`config.mk`:
```
export PLATFORM = sky130hd
export DESIGN_NAME = ex_stage_flat
export DESIGN_NICKNAME = d
export VERILOG_FILES = /design/src/rtl/ex_stage_if.sv /design/src/rtl/ex_stage.sv /design/src/flat_wrapper.sv
export SDC_FILE = /design/constraint.sdc
export NUM_CORES = 1
export LEC_CHECK = 0
export CAP_MARGIN = 20
export CORE_ASPECT_RATIO = 1.25
export CORE_UTILIZATION = 29
export DETAILED_ROUTE_END_ITERATION = 8
export SYNTH_ARGS = -nofsm -noshare
export SYNTH_HDL_FRONTEND = slang
export SYNTH_SLANG_ARGS = --single-unit
```
`constraint.sdc`:
```
create_clock -name clk_i -period 11 [get_ports clk_i]
set_input_delay 2.75 -clock clk_i [delete_from_list [all_inputs] [get_ports clk_i]]
set_output_delay 2.75 -clock clk_i [all_outputs]
set_load 0.01 [all_outputs]
```
`src/rtl/ex_stage_if.sv`:
```
// rtl/ex_stage_if.sv - ID/EX, forwarding, write-back and EX/MEM signal bundle for ex_stage
interface ex_stage_if #(
  parameter int DATA_W = 32
);
  // ID/EX instruction fields
  logic              idex_valid_i;
  logic [4:0]        idex_rs_i;
  logic [4:0]        idex_rt_i;
  logic [DATA_W-1:0] idex_rs_data_i;
  logic [DATA_W-1:0] idex_rt_data_i;
  logic [DATA_W-1:0] idex_imm_i;
  logic              idex_alu_src_i;
  logic [2:0]        idex_alu_op_i;
  logic [4:0]        idex_rd_i;
  logic [3:0]        idex_ctrl_i;
  // forwarding selects and MEM/WB write-back
  logic [1:0]        forwardA_i;
  logic [1:0]        forwardB_i;
  logic              wb_we_i;
  logic [4:0]        wb_rd_i;
  logic [DATA_W-1:0] wb_data_i;
  // stall and EX/MEM register
  logic              stall_o;
  logic              exmem_valid_o;
  logic [DATA_W-1:0] exmem_result_o;
  logic [DATA_W-1:0] exmem_store_o;
  logic [4:0]        exmem_rd_o;
  logic [3:0]        exmem_ctrl_o;

  modport master (
    output idex_valid_i, idex_rs_i, idex_rt_i, idex_rs_data_i, idex_rt_data_i,
           idex_imm_i, idex_alu_src_i, idex_alu_op_i, idex_rd_i, idex_ctrl_i,
           forwardA_i, forwardB_i, wb_we_i, wb_rd_i, wb_data_i,
    input  stall_o, exmem_valid_o, exmem_result_o, exmem_store_o, exmem_rd_o, exmem_ctrl_o
  );

  modport slave (
    input  idex_valid_i, idex_rs_i, idex_rt_i, idex_rs_data_i, idex_rt_data_i,
           idex_imm_i, idex_alu_src_i, idex_alu_op_i, idex_rd_i, idex_ctrl_i,
           forwardA_i, forwardB_i, wb_we_i, wb_rd_i, wb_data_i,
    output stall_o, exmem_valid_o, exmem_result_o, exmem_store_o, exmem_rd_o, exmem_ctrl_o
  );
endinterface

```
`src/rtl/ex_stage.sv`:
```
// rtl/ex_stage.sv - MIPS EX stage with EX/MEM register; iterative MUL, stall and patching under EX_MUL_EN
module ex_stage #(
  parameter int DATA_W   = 32,
  parameter int MUL_STEP = 1
) (
  input  logic      clk_i,
  input  logic      rst_i,
  ex_stage_if.slave bus
);
  localparam logic [2:0] OP_AND = 3'b000;
  localparam logic [2:0] OP_OR  = 3'b001;
  localparam logic [2:0] OP_ADD = 3'b010;
  localparam logic [2:0] OP_MUL = 3'b011;
  localparam logic [2:0] OP_SUB = 3'b110;
  localparam logic [2:0] OP_SLT = 3'b111;

  logic              ex_valid;
  logic [DATA_W-1:0] ex_result;
  logic [DATA_W-1:0] ex_store;
  logic [4:0]        ex_rd;
  logic [3:0]        ex_ctrl;
  logic              stall;
  logic [DATA_W-1:0] rs_res;
  logic [DATA_W-1:0] rt_res;
  logic [DATA_W-1:0] op_b;
  logic [DATA_W-1:0] alu_res;

`ifdef EX_MUL_EN
  localparam int MUL_CYC = DATA_W / MUL_STEP;
  localparam int CNT_W   = $clog2(MUL_CYC + 1);

  typedef enum logic {IDLE, BUSY} state_t;

  state_t            state;
  logic [CNT_W-1:0]  cnt;
  logic [DATA_W-1:0] mul_a;
  logic [DATA_W-1:0] mul_b;
  logic [DATA_W-1:0] acc;
  logic [DATA_W-1:0] acc_next;
  logic [DATA_W-1:0] mul_store;
  logic [4:0]        mul_rd;
  logic [3:0]        mul_ctrl;
  logic              mul_issue;
  logic              mul_done;
  logic [DATA_W-1:0] patch_a;
  logic [DATA_W-1:0] patch_b;
  logic              patch_a_vld;
  logic              patch_b_vld;
  logic [22:0]       idex_tag;
  logic [22:0]       idex_tag_q;
  logic              idex_changed;

  // MUL issue/completion decode, upstream stall and one shift-add step of the multiplier
  always_comb begin
    mul_issue = (state == IDLE) && bus.idex_valid_i && (bus.idex_alu_op_i == OP_MUL);
    mul_done  = (state == BUSY) && (cnt == CNT_W'(1));
    stall     = mul_issue || ((state == BUSY) && !mul_done);
    acc_next  = acc;
    for (int j = 0; j < MUL_STEP; j++) begin
      if (mul_b[j]) acc_next = acc_next + (mul_a << j);
    end
  end

  assign idex_tag = {bus.idex_valid_i, bus.idex_rs_i, bus.idex_rt_i, bus.idex_rd_i,
                     bus.idex_alu_op_i, bus.idex_ctrl_i};
  assign idex_changed = (idex_tag != idex_tag_q);

  // Patch registers catch write-backs that retire while the held instruction waits on a stall;
  // they are dropped once that instruction actually issues or when a different one appears
  always_ff @(posedge clk_i) begin
    if (rst_i) begin
      patch_a     <= '0;
      patch_b     <= '0;
      patch_a_vld <= 1'b0;
      patch_b_vld <= 1'b0;
      idex_tag_q  <= '0;
    end else begin
      idex_tag_q <= idex_tag;
      if (idex_changed || ((state == IDLE) && !stall)) begin
        patch_a_vld <= 1'b0;
        patch_b_vld <= 1'b0;
      end
      if (stall && bus.wb_we_i && (bus.wb_rd_i != 5'd0) && (bus.wb_rd_i == bus.idex_rs_i)) begin
        patch_a     <= bus.wb_data_i;
        patch_a_vld <= 1'b1;
      end
      if (stall && bus.wb_we_i && (bus.wb_rd_i != 5'd0) && (bus.wb_rd_i == bus.idex_rt_i)) begin
        patch_b     <= bus.wb_data_i;
        patch_b_vld <= 1'b1;
      end
    end
  end
`else
  logic unused_idx;

  assign stall      = 1'b0;
  assign unused_idx = ^{bus.idex_rs_i, bus.idex_rt_i, bus.wb_we_i, bus.wb_rd_i};
`endif

  // Operand resolution: EX/MEM forward, then MEM/WB forward, then patch, then register file
  always_comb begin
    rs_res = bus.idex_rs_data_i;
    rt_res = bus.idex_rt_data_i;
`ifdef EX_MUL_EN
    if (patch_a_vld) rs_res = patch_a;
    if (patch_b_vld) rt_res = patch_b;
`endif
    if (bus.forwardA_i == 2'b01) rs_res = bus.wb_data_i;
    if (bus.forwardA_i == 2'b10) rs_res = ex_result;
    if (bus.forwardB_i == 2'b01) rt_res = bus.wb_data_i;
    if (bus.forwardB_i == 2'b10) rt_res = ex_result;
    op_b = bus.idex_alu_src_i ? bus.idex_imm_i : rt_res;
  end

  // Single-cycle ALU; MUL goes through the iterative path and undefined ops give 0
  always_comb begin
    alu_res = '0;
    case (bus.idex_alu_op_i)
      OP_AND:  alu_res = rs_res & op_b;
      OP_OR:   alu_res = rs_res | op_b;
      OP_ADD:  alu_res = rs_res + op_b;
      OP_SUB:  alu_res = rs_res - op_b;
      OP_SLT:  alu_res = {{(DATA_W-1){1'b0}}, ($signed(rs_res) < $signed(op_b))};
      OP_MUL:  alu_res = '0;
      default: alu_res = '0;
    endcase
  end

  // EX/MEM pipeline register and MUL sequencing; every cycle defaults to a bubble
  always_ff @(posedge clk_i) begin
    if (rst_i) begin
      ex_valid  <= 1'b0;
      ex_result <= '0;
      ex_store  <= '0;
      ex_rd     <= '0;
      ex_ctrl   <= '0;
`ifdef EX_MUL_EN
      state     <= IDLE;
      cnt       <= '0;
      mul_a     <= '0;
      mul_b     <= '0;
      acc       <= '0;
      mul_store <= '0;
      mul_rd    <= '0;
      mul_ctrl  <= '0;
`endif
    end else begin
      ex_valid  <= 1'b0;
      ex_result <= '0;
      ex_store  <= '0;
      ex_rd     <= '0;
      ex_ctrl   <= '0;
`ifdef EX_MUL_EN
      case (state)
        IDLE: begin
          if (mul_issue) begin
            state     <= BUSY;
            cnt       <= CNT_W'(MUL_CYC);
            mul_a     <= rs_res;
            mul_b     <= op_b;
            acc       <= '0;
            mul_store <= rt_res;
            mul_rd    <= bus.idex_rd_i;
            mul_ctrl  <= bus.idex_ctrl_i;
          end else if (bus.idex_valid_i) begin
            ex_valid  <= 1'b1;
            ex_result <= alu_res;
            ex_store  <= rt_res;
            ex_rd     <= bus.idex_rd_i;
            ex_ctrl   <= bus.idex_ctrl_i;
          end
        end
        BUSY: begin
          acc   <= acc_next;
          mul_a <= mul_a << MUL_STEP;
          mul_b <= mul_b >> MUL_STEP;
          cnt   <= cnt - 1'b1;
          if (mul_done) begin
            state     <= IDLE;
            ex_valid  <= 1'b1;
            ex_result <= acc_next;
            ex_store  <= mul_store;
            ex_rd     <= mul_rd;
            ex_ctrl   <= mul_ctrl;
          end
        end
        default: state <= IDLE;
      endcase
`else
      if (bus.idex_valid_i) begin
        ex_valid  <= 1'b1;
        ex_result <= alu_res;
        ex_store  <= rt_res;
        ex_rd     <= bus.idex_rd_i;
        ex_ctrl   <= bus.idex_ctrl_i;
      end
`endif
    end
  end

  assign bus.stall_o        = stall;
  assign bus.exmem_valid_o  = ex_valid;
  assign bus.exmem_result_o = ex_result;
  assign bus.exmem_store_o  = ex_store;
  assign bus.exmem_rd_o     = ex_rd;
  assign bus.exmem_ctrl_o   = ex_ctrl;
endmodule
```
`src/flat_wrapper.sv`:
```
// flat-port wrapper written by rule: the top's interface ports become plain ports
module ex_stage_flat 
#(
  parameter int DATA_W   = 32,
  parameter int MUL_STEP = 1
)
  (clk_i, rst_i, bus_idex_valid_i, bus_idex_rs_i, bus_idex_rt_i, bus_idex_rs_data_i, bus_idex_rt_data_i, bus_idex_imm_i, bus_idex_alu_src_i, bus_idex_alu_op_i, bus_idex_rd_i, bus_idex_ctrl_i, bus_forwardA_i, bus_forwardB_i, bus_wb_we_i, bus_wb_rd_i, bus_wb_data_i, bus_stall_o, bus_exmem_valid_o, bus_exmem_result_o, bus_exmem_store_o, bus_exmem_rd_o, bus_exmem_ctrl_o);
  ex_stage_if #(.DATA_W(DATA_W)) bus_i ();
  input  logic clk_i;
  input  logic rst_i;
  input wire logic [$bits(bus_i.idex_valid_i)-1:0] bus_idex_valid_i;
  input wire logic [$bits(bus_i.idex_rs_i)-1:0] bus_idex_rs_i;
  input wire logic [$bits(bus_i.idex_rt_i)-1:0] bus_idex_rt_i;
  input wire logic [$bits(bus_i.idex_rs_data_i)-1:0] bus_idex_rs_data_i;
  input wire logic [$bits(bus_i.idex_rt_data_i)-1:0] bus_idex_rt_data_i;
  input wire logic [$bits(bus_i.idex_imm_i)-1:0] bus_idex_imm_i;
  input wire logic [$bits(bus_i.idex_alu_src_i)-1:0] bus_idex_alu_src_i;
  input wire logic [$bits(bus_i.idex_alu_op_i)-1:0] bus_idex_alu_op_i;
  input wire logic [$bits(bus_i.idex_rd_i)-1:0] bus_idex_rd_i;
  input wire logic [$bits(bus_i.idex_ctrl_i)-1:0] bus_idex_ctrl_i;
  input wire logic [$bits(bus_i.forwardA_i)-1:0] bus_forwardA_i;
  input wire logic [$bits(bus_i.forwardB_i)-1:0] bus_forwardB_i;
  input wire logic [$bits(bus_i.wb_we_i)-1:0] bus_wb_we_i;
  input wire logic [$bits(bus_i.wb_rd_i)-1:0] bus_wb_rd_i;
  input wire logic [$bits(bus_i.wb_data_i)-1:0] bus_wb_data_i;
  output wire logic [$bits(bus_i.stall_o)-1:0] bus_stall_o;
  output wire logic [$bits(bus_i.exmem_valid_o)-1:0] bus_exmem_valid_o;
  output wire logic [$bits(bus_i.exmem_result_o)-1:0] bus_exmem_result_o;
  output wire logic [$bits(bus_i.exmem_store_o)-1:0] bus_exmem_store_o;
  output wire logic [$bits(bus_i.exmem_rd_o)-1:0] bus_exmem_rd_o;
  output wire logic [$bits(bus_i.exmem_ctrl_o)-1:0] bus_exmem_ctrl_o;
  assign bus_i.idex_valid_i = bus_idex_valid_i;
  assign bus_i.idex_rs_i = bus_idex_rs_i;
  assign bus_i.idex_rt_i = bus_idex_rt_i;
  assign bus_i.idex_rs_data_i = bus_idex_rs_data_i;
  assign bus_i.idex_rt_data_i = bus_idex_rt_data_i;
  assign bus_i.idex_imm_i = bus_idex_imm_i;
  assign bus_i.idex_alu_src_i = bus_idex_alu_src_i;
  assign bus_i.idex_alu_op_i = bus_idex_alu_op_i;
  assign bus_i.idex_rd_i = bus_idex_rd_i;
  assign bus_i.idex_ctrl_i = bus_idex_ctrl_i;
  assign bus_i.forwardA_i = bus_forwardA_i;
  assign bus_i.forwardB_i = bus_forwardB_i;
  assign bus_i.wb_we_i = bus_wb_we_i;
  assign bus_i.wb_rd_i = bus_wb_rd_i;
  assign bus_i.wb_data_i = bus_wb_data_i;
  assign bus_stall_o = bus_i.stall_o;
  assign bus_exmem_valid_o = bus_i.exmem_valid_o;
  assign bus_exmem_result_o = bus_i.exmem_result_o;
  assign bus_exmem_store_o = bus_i.exmem_store_o;
  assign bus_exmem_rd_o = bus_i.exmem_rd_o;
  assign bus_exmem_ctrl_o = bus_i.exmem_ctrl_o;
  ex_stage #(.DATA_W(DATA_W), .MUL_STEP(MUL_STEP)) u_core (.clk_i(clk_i), .rst_i(rst_i), .bus(bus_i));
endmodule
```
==> implementation parameters, run 1 <==
Parameter                              Value

Synthesis
  Number of synthesis warnings    0
  Number of register bits inferred by synthesis    74
  Prevailing post-synth register cell    sky130_fd_sc_hd__dfxtp_1
  Async set-or-reset flop fraction in the synthesized netlist    0%
  Largest area contributor in the synthesized netlist    sky130_fd_sc_hd__dfxtp_1
  Number of distinct library cells after synthesis    78
  Count of flip-flops with a built-in enable after synthesis    0
  Cell types occupying the most area after synthesis    sky130_fd_sc_hd__dfxtp_1, sky130_fd_sc_hd__ha_1, sky130_fd_sc_hd__o21ai_0, sky130_fd_sc_hd__mux2_2, sky130_fd_sc_hd__mux2i_1
  Nets in the synthesized netlist    1474
  Mean post-synth cell area    ~7.3 µm²
  Fraction of post-synthesis cell area in the top cell type by area    between 10% and 20%
  Synth Cell Area    slightly below 0.009 mm²
  Seq/Total Area, Yosys    16.9%
  Synthesized netlist cell count    1207

Placed design
  Port-buffer cells    221
  RD Place Congestion    0.890
  Detailed placer's ending HPWL    24200 µm
  Worst slack after detailed placement    approximately 2.8 ns

Setup path
  Startpoint class of the critical path    input port
  Largest driver fanout on the critical path    38
  Worst endpoint data arrival time    8.18 ns
  Slowest library cell on the worst path    sky130_fd_sc_hd__a2111oi_0
  Worst Setup Path Type    in2reg
  Register-to-Register Path Depth    13
  Number of buffers and inverters on the critical path    3
  Worst-path cell chain    clkdlybuf4s50_1, buf_4, nand2b_1, nand2_1, o21ai_0, inv_1, ha_1, o211ai_1, o21a_1, a2111oi_0, o21ai_0, a311oi_1, o2111a_1, o211a_1, mux2i_1, o21ai_0
  CP delay by family, top    compound AO/OA/AOI/OAI gates
  Number of cells on the critical path    16
  Slack of the worst reg-to-reg path    6.83 ns
  Longest individual stage delay on the worst path    around 0.67 ns
  Critical path endpoint category    flop
  Cell type with the highest occurrence count on the critical path    sky130_fd_sc_hd__o21ai_0
  Data required time at the worst endpoint    approximately 11 ns

STA
  Final critical-path share of the clock period    72.6%
  Setup repair after global routing missed its margin    no
  Shortest period the worst path allows    7.98 ns
  Max-slew violation total from the final report    0
  Fin worst setup slack    slightly above 3 ns
  Maximum frequency from static timing analysis    0.125 GHz
  Number of hold-slack violations in the final timing report    0
  Final hold slack    0.689 ns
  Setup TNS    0 ns
  Transition time at the pin with the least slew margin    1.03 ns
  Worst slew margin relative to its limit    30.6%
  Finish-stage setup viols    0
  Clock skew    0.0204 ns

Floorplan
  Starting utilization of the core area    between 20% and 30%
  Top Ports    239
  Area of the core region    0.0295 mm²
  Die area    0.0310 mm²
  Cell row count    70
  Height of the die    197 µm
  Width of the die    around 160 µm

Clock tree
  Clock insertion delay at the later pin of the skew report    0.37 ns
  Clock root buffer    sky130_fd_sc_hd__clkbuf_16
  Count of H-tree levels built during CTS    3
  Clock slew seen by the registers of the worst setup and hold paths    0.06 ns
  Number of clock sinks seen by CTS    74
  Post-CTS setup buffers    0
  Total of hold buffers inserted after clock tree synthesis    0
  Total clock buffers created by CTS    9
  Post-cts sizing count    0
  CTS tree    yes
  Max clock buf depth    2

Finish
  Ratio of cells with drive above 1 in the final layout    7.42%
  Layout-stage area growth over the synthesis result    31.3%
  Highest-count cells in the layout ignoring fill and taps    sky130_fd_sc_hd__clkdlybuf4s50_1, sky130_fd_sc_hd__nor2_1, sky130_fd_sc_hd__nand2_1
  Net total in the final layout    1637
  Post-layout utilization of the core    39.1%
  Most common cell after layout, fill and taps aside    sky130_fd_sc_hd__clkdlybuf4s50_1
  Inserted Diodes    0
  Total of fill cells in the finished design    3109

Pwr
  Worst IR Drop VDD    0.0766 mV
  Overall power    1250 µW
  PwrDens    108 mW/mm²
  Leakage    between 0.004 and 0.005 µW

Routing
  Detailed Route Iter0 Violations    570
  WL per Instance    about 18 µm
  Uppermost layer routed    met4
  Number of iterations in the first detailed-routing pass    5
  Routed met2 length    16300 µm
  Total wire length    31100 µm
  Number of antenna-violating nets in the routed design    0
  Remaining DRCs    0
  Number of vias after detailed routing    around 9100
  M1 WL    12800 µm
  Routed vias/inst    5.13
  DR WL met3    between 1000 and 1500 µm

Run
  Number of violations of the max-capacitance limit    0

Global routing
  Pin count of the biggest net entering global routing    65
  Number of antenna violations at the first check in global routing    0
  First-pass GRT wire length    between 40000 and 50000 µm
  Tot GR Track Use    19.8%
  Number of global-route vias before repair    8838
  Leftover overflow at the end of global routing    0

Min path
  Count of cells along the worst hold path    4
  Class of the most critical hold timing path    reg2reg

Status
  Status    complete, no violations
## layer usage
layer / track usage [%] / vias to the layer above
met4: 7.70 / 0
met3: 2.24 / 45
li1: - / 4525
met1: 22.7 / 4305
met2: 36.9 / 211
met5: 0 / -
## registers in the layout, indices dropped and copies added, names as in the netlist
| name | flops |
|---|---|
| u_core.bus.exmem_ctrl_o | 4 |
| u_core.bus.exmem_rd_o | 5 |
| u_core.bus.exmem_result_o | 32 |
| u_core.bus.exmem_store_o | 32 |
| u_core.bus.exmem_valid_o | 1 |
## where the power goes
group / internal [µW] / switching (µW) / total (µW)
registers: 280 / 6.74 / 287
clock network: 222 / 143 / 365
logic: 260 / 336 / 596
total: 763 / 485 / 1250
## worst paths after layout
path,start,end
hold / removal,u_core.bus.exmem_result_o[24],u_core.bus.exmem_store_o[24]
setup / recovery,bus_forwardA_i[1],u_core.bus.exmem_result_o[23]
hold reg to reg,u_core.bus.exmem_result_o[24],u_core.bus.exmem_store_o[24]
setup reg to reg,u_core.bus.exmem_result_o[9],u_core.bus.exmem_result_o[23]
## worst reg2reg max path, stage by stage, from the launching register on
cell and delay (ns):
sky130_fd_sc_hd__dfxtp_1 0.38, sky130_fd_sc_hd__mux2i_1 0.09, sky130_fd_sc_hd__nand2_1 0.08, sky130_fd_sc_hd__o21ai_0 0.11, sky130_fd_sc_hd__o21ai_0 0.58, sky130_fd_sc_hd__ha_1 0.46, sky130_fd_sc_hd__nand2_1 0.12, sky130_fd_sc_hd__a2111oi_0 0.64
sky130_fd_sc_hd__o21ai_0 0.25, sky130_fd_sc_hd__a311oi_1 0.56, sky130_fd_sc_hd__o2111a_1 0.26, sky130_fd_sc_hd__o211a_1 0.16, sky130_fd_sc_hd__mux2i_1 0.20, sky130_fd_sc_hd__o21ai_0 0.10
## kinds of logic (layout without fill, tap and decap cells)
logic type / after synthesis / in the layout / share of synthesized area (%)
adder cells (fa/ha/maj): 103 / 103 / 14.8
flip-flops: 74 / 74 / 16.9
AND/OR/NAND/NOR: 361 / 361 / 18.3
multiplexers: 105 / 105 / 12.7
XOR/XNOR: 25 / 25 / 2.49
AO/OA/AOI/OAI: 361 / 361 / 26.3
other: 1 / 1 / 0.0427
buffers and inverters: 177 / 344 / 8.44
## layout make-up
type / instances / area (µm²) / share of cell area, %
Timing Repair Buffer: 231 / 2270 / 19.7
Sequential cell: 74 / 1480 / 12.8
Inverter: 98 / 368 / 3.19
Clock buffer: 9 / 225 / 1.95
Clock inverter: 6 / 115 / 0.998
Tap cell: 396 / 495 / 4.30
Multi-Input combinational cell: 956 / 6580 / 57.0
## synth_stat cells (all sizes together) (4+ instances only)
library cell,count
nor2,133
inv,98
o21bai,8
o31ai,10
o22a,13
xor2,4
mux2i,54
and3,4
nand2b,11
or4,4
a211oi,8
o311ai,4
dfxtp,74
ha,101
mux2,51
a21oi,81
nand3,10
nor3,13
o22ai,13
a211o,5
o211ai,6
nand2,130
nor2b,11
or3,6
nor4,5
clkbuf,57
and2,12
or2,5
a221o,4
o21ai,122
o21a,29
nor3b,4
xnor2,21
a221oi,13
buf,22
nand4,5
a31oi,5
a21o,12
## through the flow
step / std cells / instance area (µm²)
floorplan: 1207 / 8780
global placement: 1755 / 11200
detailed placement: 1755 / 11200
CTS: 1770 / 11500
global route: 1770 / 11500
finish: 1770 / 11500
(Power assumes the default switching activity.)
==> run 2: changes to the inputs <==
Clock period 11 ns to 7.3 ns, I/O delays scaled along.
==> run 2 against run 1 <==
Against the previous run:
- cell count increased by 0.56%
- sequential power is 51% higher
- die area did not move
- highest routed layer unchanged
- critical path depth increased by 1
- clock power is 42% higher
- total power is 49% higher
- global-route usage increased by 0.28 points
- non-clock buffer count rose by 9
- hold slack worse by 0.0011 ns
- clock-buffer cell count increased by 1
- worst setup slack lost 1.9 ns
==> implementation parameters, run 2 (same netlist as run 1, synthesis figures left out) <==
Parameter                              Value

Setup path
  CP delay by family, top    compound AO/OA/AOI/OAI gates
  Cell type with the highest occurrence count on the critical path    sky130_fd_sc_hd__o21ai_0
  Longest individual stage delay on the worst path    0.75 ns (+0.08 ns)
  Number of buffers and inverters on the critical path    4 (+1)
  Critical path endpoint category    flop
  Slack of the worst reg-to-reg path    2.96 ns (-3.87 ns)
  Largest driver fanout on the critical path    13 (-66%)
  Worst-path cell chain    clkdlybuf4s50_1, buf_4, nand2b_1, buf_4, o22a_1, o21ai_0, inv_1, ha_1, o211ai_1, o21a_1, a2111oi_0, o21ai_0, a311oi_1, o2111a_1, o211a_1, mux2i_1, o21ai_0
  Worst Setup Path Type    in2reg
  Slowest library cell on the worst path    sky130_fd_sc_hd__a2111oi_0
  Worst endpoint data arrival time    6.35 ns (-1.83 ns)
  Data required time at the worst endpoint    7.50 ns (-3.70 ns)
  Startpoint class of the critical path    input port

Clock tree
  Clock slew seen by the registers of the worst setup and hold paths    0.06 ns (about the same)
  Total of hold buffers inserted after clock tree synthesis    0 (unchanged)
  Count of H-tree levels built during CTS    3 (unchanged)
  Max clock buf depth    2 (unchanged)
  Total clock buffers created by CTS    9 (unchanged)
  Post-CTS setup buffers    0 (unchanged)
  CTS tree    yes
  Clock root buffer    sky130_fd_sc_hd__clkbuf_16
  Post-cts sizing count    0 (unchanged)
  Number of clock sinks seen by CTS    74 (unchanged)
  Clock insertion delay at the later pin of the skew report    0.38 ns (about the same)

Floorplan
  Starting utilization of the core area    29.7% (unchanged)
  Top Ports    239 (unchanged)
  Area of the core region    0.0295 mm² (unchanged)
  Cell row count    70 (unchanged)
  Width of the die    158 µm (unchanged)
  Height of the die    197 µm (unchanged)
  Die area    0.0310 mm² (unchanged)

Routing
  Total wire length    31400 µm (+0.72%)
  Number of vias after detailed routing    9052 (-0.37%)
  WL per Instance    17.6 µm (+0.16%)
  Number of iterations in the first detailed-routing pass    5 (unchanged)
  Routed vias/inst    5.09 (-0.93%)
  Number of antenna-violating nets in the routed design    0 (unchanged)
  Detailed Route Iter0 Violations    472 (-17%)
  Remaining DRCs    0 (unchanged)

Placed design
  Detailed placer's ending HPWL    24800 µm (+2.5%)
  Port-buffer cells    221 (unchanged)
  RD Place Congestion    0.883 (-0.84%)
  Count of placed standard cells including taps    1764 (+0.51%)
  Worst slack after detailed placement    0.904 ns (-1.89 ns)

Min path
  Class of the most critical hold timing path    reg2reg

Global routing
  Pin count of the biggest net entering global routing    44 (-32%)
  First-pass GRT wire length    48300 µm (+1.2%)
  Number of global-route vias before repair    9005 (+1.9%)
  Leftover overflow at the end of global routing    0 (unchanged)
  Tot GR Track Use    20.1% (+0.28 points)
  Number of antenna violations at the first check in global routing    0 (unchanged)

Finish
  Highest-count cells in the layout ignoring fill and taps    sky130_fd_sc_hd__clkdlybuf4s50_1, sky130_fd_sc_hd__nor2_1, sky130_fd_sc_hd__nand2_1
  Inserted Diodes    0 (unchanged)
  Net total in the final layout    1646 (+0.55%)
  Layout-stage area growth over the synthesis result    31.8%
  Post-Layout Cell Count    1780 (+0.56%)
  Most common cell after layout, fill and taps aside    sky130_fd_sc_hd__clkdlybuf4s50_1
  Ratio of cells with drive above 1 in the final layout    8.02% (+0.60 points)

Run
  Number of violations of the max-capacitance limit    0 (unchanged)

STA
  Setup TNS    0 ns (unchanged)
  Fin worst setup slack    1.15 ns (-1.86 ns)
  Shortest period the worst path allows    6.15 ns
  Max-slew violation total from the final report    0 (unchanged)
  Final critical-path share of the clock period    between 80 and 90%
  Clock skew    0.0213 ns (+0.000896 ns)
  Number of hold-slack violations in the final timing report    0 (unchanged)
  Finish-stage setup viols    0 (unchanged)
  Maximum frequency from static timing analysis    0.163 GHz
  Worst slew margin relative to its limit    31.3% (+0.67 points)
  Setup repair after global routing missed its margin    no
  Transition time at the pin with the least slew margin    1.03 ns (-0.00830 ns)

Pwr
  PwrDens    160 mW/mm² (+48%)
  Worst IR Drop VDD    0.0812 mV (+6.0%)
  Leakage    0.00494 µW (+0.76%)

Status
  Status    complete, no violations
run 2: layout make-up:
cell class	instances	area [µm²]
clock inverters	6	91.3
repair buffers	240	2340
fillers	3116	17900
flip-flops and latches	74	1480
multi-input cells	956	6580
inverters	98	368
well taps	396	495
clock buffers	10	229
run 2: per-stage QoR:
step | utilization (%) | instance area (µm²) | hold WS [ns] | power (µW)
2_1_floorplan | - | 8780 | 0.678 | 1050
3_3_place_gp | 38.1 | 11300 | 0.675 | 1330
3_5_place_dp | 38.1 | 11300 | 0.678 | 1330
4_1_cts | 39.2 | 11600 | 0.692 | 1860
5_1_grt | 39.2 | 11600 | 0.753 | 1970
6_report | 39.2 | 11600 | 0.688 | 1850
run 2: final timing paths:
path / startpoint / end / cells after the start
worst max-delay path: bus_forwardA_i[1] / u_core.bus.exmem_result_o[23] / 17
worst min-delay path: u_core.bus.exmem_result_o[27] / u_core.bus.exmem_store_o[27] / 4
worst max register to register: u_core.bus.exmem_result_o[9] / u_core.bus.exmem_result_o[23] / 13
worst min register to register: u_core.bus.exmem_result_o[27] / u_core.bus.exmem_store_o[27] / 4
run 2: layer usage:
| metal | share of wire, % | vias up | GRT usage (%) | wire [µm] |
|---|---|---|---|---|
| met5 | 0 | - | 0 | 0 |
| met3 | 3.3 | 56 | 2.22 | 1020 |
| met4 | 3.2 | 0 | 8.56 | 1020 |
| met1 | 41 | 4247 | 22.6 | 12800 |
| li1 | - | 4539 | - | - |
| met2 | 53 | 210 | 37.6 | 16500 |
run 2: worst min-delay path, stage by stage (launching register included):
cell and delay, ns:
sky130_fd_sc_hd__dfxtp_1 0.32, sky130_fd_sc_hd__mux2i_1 0.12, sky130_fd_sc_hd__nand2_1 0.06, sky130_fd_sc_hd__o21ai_0 0.09
sky130_fd_sc_hd__nor2_1 0.05
run 2: where the power goes:
group          internal, µW  switching [µW]  leakage, µW
logic                   398             504      0.00418
clock network           301             218     0.000157
registers               422            10.5     0.000604
